File: config.mk
export PLATFORM = sky130hd
export DESIGN_NAME = vga_fb_arb_flat
export DESIGN_NICKNAME = d
export VERILOG_FILES = /design/src/rtl/vga_fb_arb_if.sv /design/src/rtl/vga_fb_arb.sv /design/src/flat_wrapper.sv
export SDC_FILE = /design/constraint.sdc
export NUM_CORES = 1
export LEC_CHECK = 0
export BUFFER_PORTS_ARGS = -buffer_cell sky130_fd_sc_hd__buf_4
export CORE_ASPECT_RATIO = 1.4
export CORE_MARGIN = 3
export CORE_UTILIZATION = 45
export DETAILED_ROUTE_END_ITERATION = 12
export PLACE_DENSITY = 0.81
export REMOVE_ABC_BUFFERS = 1
export SYNTH_ARGS = -nofsm -noshare
export SYNTH_HDL_FRONTEND = slang
export SYNTH_SLANG_ARGS = --single-unit
File: constraint.sdc
create_clock -name clk -period 2.7 [get_ports clk]
set_input_delay 0.27 -clock clk [delete_from_list [all_inputs] [get_ports clk]]
set_output_delay 0.27 -clock clk [all_outputs]
set_load 0.01 [all_outputs]
File: src/rtl/vga_fb_arb_if.sv
// vga_fb_arb_if: host write, framebuffer and line-buffer buses between the arbiter and its environment
interface vga_fb_arb_if #(
  parameter int ADDR_W = 16,
  parameter int DATA_W = 32
);
  logic              host_req;
  logic [ADDR_W-1:0] host_addr;
  logic [DATA_W-1:0] host_wdata;
  logic              host_ack;
  logic              mem_en;
  logic              mem_we;
  logic [ADDR_W-1:0] mem_addr;
  logic [DATA_W-1:0] mem_wdata;
  logic [DATA_W-1:0] mem_rdata;
  logic              lb_we;
  logic              lb_sel;
  logic [6:0]        lb_addr;
  logic [DATA_W-1:0] lb_wdata;
  modport master (
    input  host_req, host_addr, host_wdata, mem_rdata,
    output host_ack, mem_en, mem_we, mem_addr, mem_wdata, lb_we, lb_sel, lb_addr, lb_wdata
  );
  modport slave (
    output host_req, host_addr, host_wdata, mem_rdata,
    input  host_ack, mem_en, mem_we, mem_addr, mem_wdata, lb_we, lb_sel, lb_addr, lb_wdata
  );
endinterface

File: src/rtl/vga_fb_arb.sv
// vga_fb_arb: shares a single-port framebuffer between line prefetch and host writes.
// Define VGA_FB_ARB_STATS_EN to add the stat_lines / stat_overrun statistics outputs.
module vga_fb_arb #(
  parameter int H_VISIBLE  = 640,
  parameter int V_VISIBLE  = 480,
  parameter int V_TOTAL    = 525,
  parameter int LINE_WORDS = 80,
  parameter int ADDR_W     = 16,
  parameter int DATA_W     = 32
) (
  input  logic        clk,
  input  logic        rst_n,
  input  logic [10:0] h_count,
  input  logic [9:0]  v_count,
  vga_fb_arb_if.master bus,
  output logic        busy
`ifdef VGA_FB_ARB_STATS_EN
  ,
  output logic [15:0] stat_lines,
  output logic        stat_overrun
`endif
);
  typedef enum logic [1:0] {IDLE, FETCH, DRAIN} state_t;
  state_t            r_state;
  logic [ADDR_W-1:0] r_wc;
  logic [ADDR_W-1:0] r_base;
  logic              r_sel;
  logic              r_lb_we;
  logic [6:0]        r_lb_addr;
  logic [9:0]        w_tl;
  logic              w_start;
  logic              w_fetch;
  logic              w_host;
  always_comb begin
    w_tl    = (v_count == 10'(V_TOTAL - 1)) ? 10'd0 : v_count + 10'd1;
    w_start = (r_state == IDLE) && (h_count == 11'(H_VISIBLE)) && (w_tl < 10'(V_VISIBLE));
    w_fetch = r_state == FETCH;
    // rst_n gating keeps the combinational host path quiet while reset is held
    w_host  = rst_n && (r_state == IDLE) && !w_start && bus.host_req;
  end
  assign bus.host_ack  = w_host;
  assign bus.mem_en    = w_host | w_fetch;
  assign bus.mem_we    = w_host;
  assign bus.mem_addr  = w_fetch ? r_base + r_wc : (w_host ? bus.host_addr : '0);
  assign bus.mem_wdata = w_host ? bus.host_wdata : '0;
  assign bus.lb_we     = r_lb_we;
  assign bus.lb_sel    = r_sel;
  assign bus.lb_addr   = r_lb_addr;
  assign bus.lb_wdata  = r_lb_we ? bus.mem_rdata : '0;
  assign busy          = r_state != IDLE;
  always_ff @(posedge clk or negedge rst_n) begin
    if (!rst_n) begin
      r_state   <= IDLE;
      r_wc      <= '0;
      r_base    <= '0;
      r_sel     <= 1'b0;
      r_lb_we   <= 1'b0;
      r_lb_addr <= '0;
    end else begin
      r_lb_we   <= w_fetch;
      r_lb_addr <= w_fetch ? r_wc[6:0] : r_lb_addr;
      if (w_start) begin
        r_state <= FETCH;
        r_wc    <= '0;
        r_base  <= ADDR_W'(w_tl * LINE_WORDS);
        r_sel   <= w_tl[0];
      end else if (w_fetch) begin
        r_wc    <= r_wc + 1'b1;
        r_state <= (r_wc == ADDR_W'(LINE_WORDS - 1)) ? DRAIN : FETCH;
      end else if (r_state == DRAIN) begin
        r_state <= IDLE;
      end
    end
  end
`ifdef VGA_FB_ARB_STATS_EN
  logic [15:0] r_lines;
  logic        r_overrun;
  always_ff @(posedge clk or negedge rst_n) begin
    if (!rst_n) begin
      r_lines   <= '0;
      r_overrun <= 1'b0;
    end else begin
      r_lines   <= (r_state == DRAIN && r_lines != 16'hFFFF) ? r_lines + 16'd1 : r_lines;
      r_overrun <= r_overrun | ((h_count == 11'd0) && (r_state != IDLE));
    end
  end
  assign stat_lines   = r_lines;
  assign stat_overrun = r_overrun;
`endif
endmodule

File: src/flat_wrapper.sv
// flat-port wrapper written by rule: the top's interface ports become plain ports
module vga_fb_arb_flat 
#(
  parameter int H_VISIBLE  = 640,
  parameter int V_VISIBLE  = 480,
  parameter int V_TOTAL    = 525,
  parameter int LINE_WORDS = 80,
  parameter int ADDR_W     = 16,
  parameter int DATA_W     = 32
)
  (clk, rst_n, h_count, v_count, busy, bus_host_req, bus_host_addr, bus_host_wdata, bus_mem_rdata, bus_host_ack, bus_mem_en, bus_mem_we, bus_mem_addr, bus_mem_wdata, bus_lb_we, bus_lb_sel, bus_lb_addr, bus_lb_wdata);
  vga_fb_arb_if #(.ADDR_W(ADDR_W), .DATA_W(DATA_W)) bus_i ();
  input  logic clk;
  input  logic rst_n;
  input  logic [10:0] h_count;
  input  logic [9:0] v_count;
  output logic busy;
  input wire logic [$bits(bus_i.host_req)-1:0] bus_host_req;
  input wire logic [$bits(bus_i.host_addr)-1:0] bus_host_addr;
  input wire logic [$bits(bus_i.host_wdata)-1:0] bus_host_wdata;
  input wire logic [$bits(bus_i.mem_rdata)-1:0] bus_mem_rdata;
  output wire logic [$bits(bus_i.host_ack)-1:0] bus_host_ack;
  output wire logic [$bits(bus_i.mem_en)-1:0] bus_mem_en;
  output wire logic [$bits(bus_i.mem_we)-1:0] bus_mem_we;
  output wire logic [$bits(bus_i.mem_addr)-1:0] bus_mem_addr;
  output wire logic [$bits(bus_i.mem_wdata)-1:0] bus_mem_wdata;
  output wire logic [$bits(bus_i.lb_we)-1:0] bus_lb_we;
  output wire logic [$bits(bus_i.lb_sel)-1:0] bus_lb_sel;
  output wire logic [$bits(bus_i.lb_addr)-1:0] bus_lb_addr;
  output wire logic [$bits(bus_i.lb_wdata)-1:0] bus_lb_wdata;
  assign bus_i.host_req = bus_host_req;
  assign bus_i.host_addr = bus_host_addr;
  assign bus_i.host_wdata = bus_host_wdata;
  assign bus_i.mem_rdata = bus_mem_rdata;
  assign bus_host_ack = bus_i.host_ack;
  assign bus_mem_en = bus_i.mem_en;
  assign bus_mem_we = bus_i.mem_we;
  assign bus_mem_addr = bus_i.mem_addr;
  assign bus_mem_wdata = bus_i.mem_wdata;
  assign bus_lb_we = bus_i.lb_we;
  assign bus_lb_sel = bus_i.lb_sel;
  assign bus_lb_addr = bus_i.lb_addr;
  assign bus_lb_wdata = bus_i.lb_wdata;
  vga_fb_arb #(.H_VISIBLE(H_VISIBLE), .V_VISIBLE(V_VISIBLE), .V_TOTAL(V_TOTAL), .LINE_WORDS(LINE_WORDS), .ADDR_W(ADDR_W), .DATA_W(DATA_W)) u_core (.clk(clk), .rst_n(rst_n), .h_count(h_count), .v_count(v_count), .bus(bus_i), .busy(busy));
endmodule
==> results.yml <==
outcome:
  status: "finished clean"
clocking:
  clkLatencyLatePin_ns: 0.30
  cts_max_path_buffers: 2
  htreeDepth: 2
  root_buffer: "clkbuf_8"
  path_clk_slew_ns: 0.08
  cts_tree: "built"
  cts-buffers-inserted: 5
  cts.sinks: 38
route:
  ant_nets: 0
  viasPerCell: 5.44
  dr.pass1.iters: 5
  drtIter0Drc: 203
  vias: 4080
  wl_per_cell_um: 16.7
  wl_um: 12500
  drc: 0
floorplan:
  die_y_um: 110
  die_w_um: 80.6
  core_mm2: 0.00745
  die_area_mm2: 0.00890
  rows: 37
  initial_core_util: 0.471
  pin_count: 197
worst_hold_path:
  hold_class: "in -> async"
yosys:
  synthFlopType: "dfrtp_1"
  ys_seq_area_frac: 0.271
  synth_warnings: 0
  synth_common_cells: "39 x nand2_1, 38 x and3_1, 38 x dfrtp_1, 33 x and2_1, 32 x ha_1"
  synth-edff-count: 0
  post-synth-top-count-cell: "nand2_1"
  netlist_area_mm2: 0.00351
  synth_top_area_frac: 0.271
  synth.largest_area_cell: "dfrtp_1"
  ys_seq_elements: 38
  synth_cell_type_count: 48
  async_flop_share: 1.00
  synth_area_leaders: "dfrtp_1 27%, ha_1 11%, and3_1 6.8%"
  syn_inst: 429
  synth_area_per_cell_um2: 8.18
worst_setup_path:
  arrival_ns: 2.37
  start_kind: "flip-flop"
  critPathMaxFanout: 3
  setup.worst_path.end: "bus_mem_addr[10]"
  reg2reg_from: "u_core.r_state[0]"
  reg2reg_depth: 9
  rrSetupSlack_ns: 0.45
  setup.worst_path.end_class: "output pin"
  critPathKind: "reg -> out"
  cp-startpoint: "u_core.r_base[4]"
  cp_data_required_time_ns: 2.43
  reg2reg_to: "u_core.r_base[11]"
place:
  gp_congestion: 0.866
  portBuffers: 196
  place_hpwl_um: 9660
  placed_area_mm2: 0.00527
  detailedPlace.worstSlack_ns: -0.167
global_route:
  grt_pass1_wl_um: 18500
  grt_overflow: 0
  grt_antenna_before_repair: 0
  grt_pass1_vias: 3938
  track_usage: 0.259
  grt_max_degree: 42
timing:
  relSlewSlack: 0.571
  skew_ns: 0.0121
  setup_viol: 0
  setup_tns_ns: 0
  maxSlewViolCount: 0
  rsz0062_at_grt: "true"
  period_share: 0.979
  fin_crit_ns: 2.64
  final-hold-violation-count: 0
  clock.fmax_mhz: 378
  worstMarginPinSlew_ns: 0.643
  worst_slack_ns: 0.0577
final_layout:
  drive_above_1_share: 0.447
  fin_area_mm2: 0.00572
  diodes: 0
  syn_to_final_growth_pct: 63.0
  nets: 790
power:
  p_leak_uw: 0.00291
  p_per_area_mw_per_mm2: 627
  vdd_drop_max_mv: 0.361
  power.total_uw: 3580
job:
  maxCapViolCount: 0
## area by class of cell
cell class / instances / area, um2
Clock inverter: 2 / 60.1
Fill cell: 524 / 1740
Clock buffer: 6 / 82.6
Sequential cell: 38 / 952
Multi-Input combinational cell: 349 / 2540
Timing Repair Buffer: 243 / 1900
Inverter: 15 / 60.1
Tap cell: 97 / 121
## cell families after synthesis
kind of cell,count (synthesis),share of synthesized area
AOI/OAI and AO/OA,71,0.136
xor gates and xnor gates,34,0.0849
adders and majority gates,34,0.126
buffers and inverters,42,0.0528
DFF,38,0.271
muxes,7,0.0221
and+or+nand+nor,203,0.308
## metrics by stage
stage          instances  hold slack [ns]   util
2_1_floorplan        402          -0.0256      -
3_3_place_gp         731           0.0754  0.706
3_5_place_dp         731           0.0745  0.706
4_1_cts              741            0.305  0.730
5_1_grt              750            0.309  0.767
6_report             750            0.303  0.767
## where the power goes
group          internal [uW]  switching (uW)  leakage [uW]
Clock                    394             211     0.0000714
Sequential               738             221      0.000451
Combinational           1050             973       0.00238
## timing repair
action	4_1_cts	5_1_grt
endpoints found under the setup margin	41	51
gates cloned	0	3
pin swaps	3	10
endpoints found under the hold margin	1	0
hold buffers	1	0
gates resized for setup	6	36
setup buffers	1	7
## layer usage
metal | wire [um] | track usage | vias to the layer above
met1 | 4330 | 0.261 | 1909
met5 | 0 | 0 | -
met4 | 260 | 0.0879 | 0
met3 | 923 | 0.0498 | 28
li1 | - | - | 1972
met2 | 7000 | 0.506 | 171
## flip-flops by register name, summed over array words and instances (netlist names)
name,count
u_core.bus.lb_addr,7
u_core.r_wc,16
u_core.bus.lb_we,1
u_core.r_state,2
u_core.r_base,12
## worst max-delay path, stage by stage, from the launching register on
cell	delay (ns)
dfrtp_1	0.43
ha_4	0.19
inv_2	0.05
fa_2	0.19
nor2b_2	0.05
o31a_1	0.32
buf_4	0.15
o21a_1	0.17
nor2_2	0.13
xnor2_1	0.15
o22ai_1	0.10
buf_4	0.16
## cells in the final DEF (no fill, tap or decap), types with 13 or more instances in the layout
master     n
dfrtp_1   37
nand2_1   39
and2_1    33
nand3_1   23
nor2_1    29
xnor2_1   20
and3_1    37
xor2_1    13
buf_4    237
ha_1      29
## how the worst min path moves through the flow
stage / to / depth (start not counted)
after global routing: u_core.r_base[5] / 2
after global placement: u_core.r_base[5] / 1
after CTS: u_core.r_base[5] / 2
after detailed placement: u_core.r_base[5] / 1
final: u_core.r_base[5] / 2
after floorplan: u_core.bus.lb_addr[0] / 0
Power figures use the tool's default switching activity.
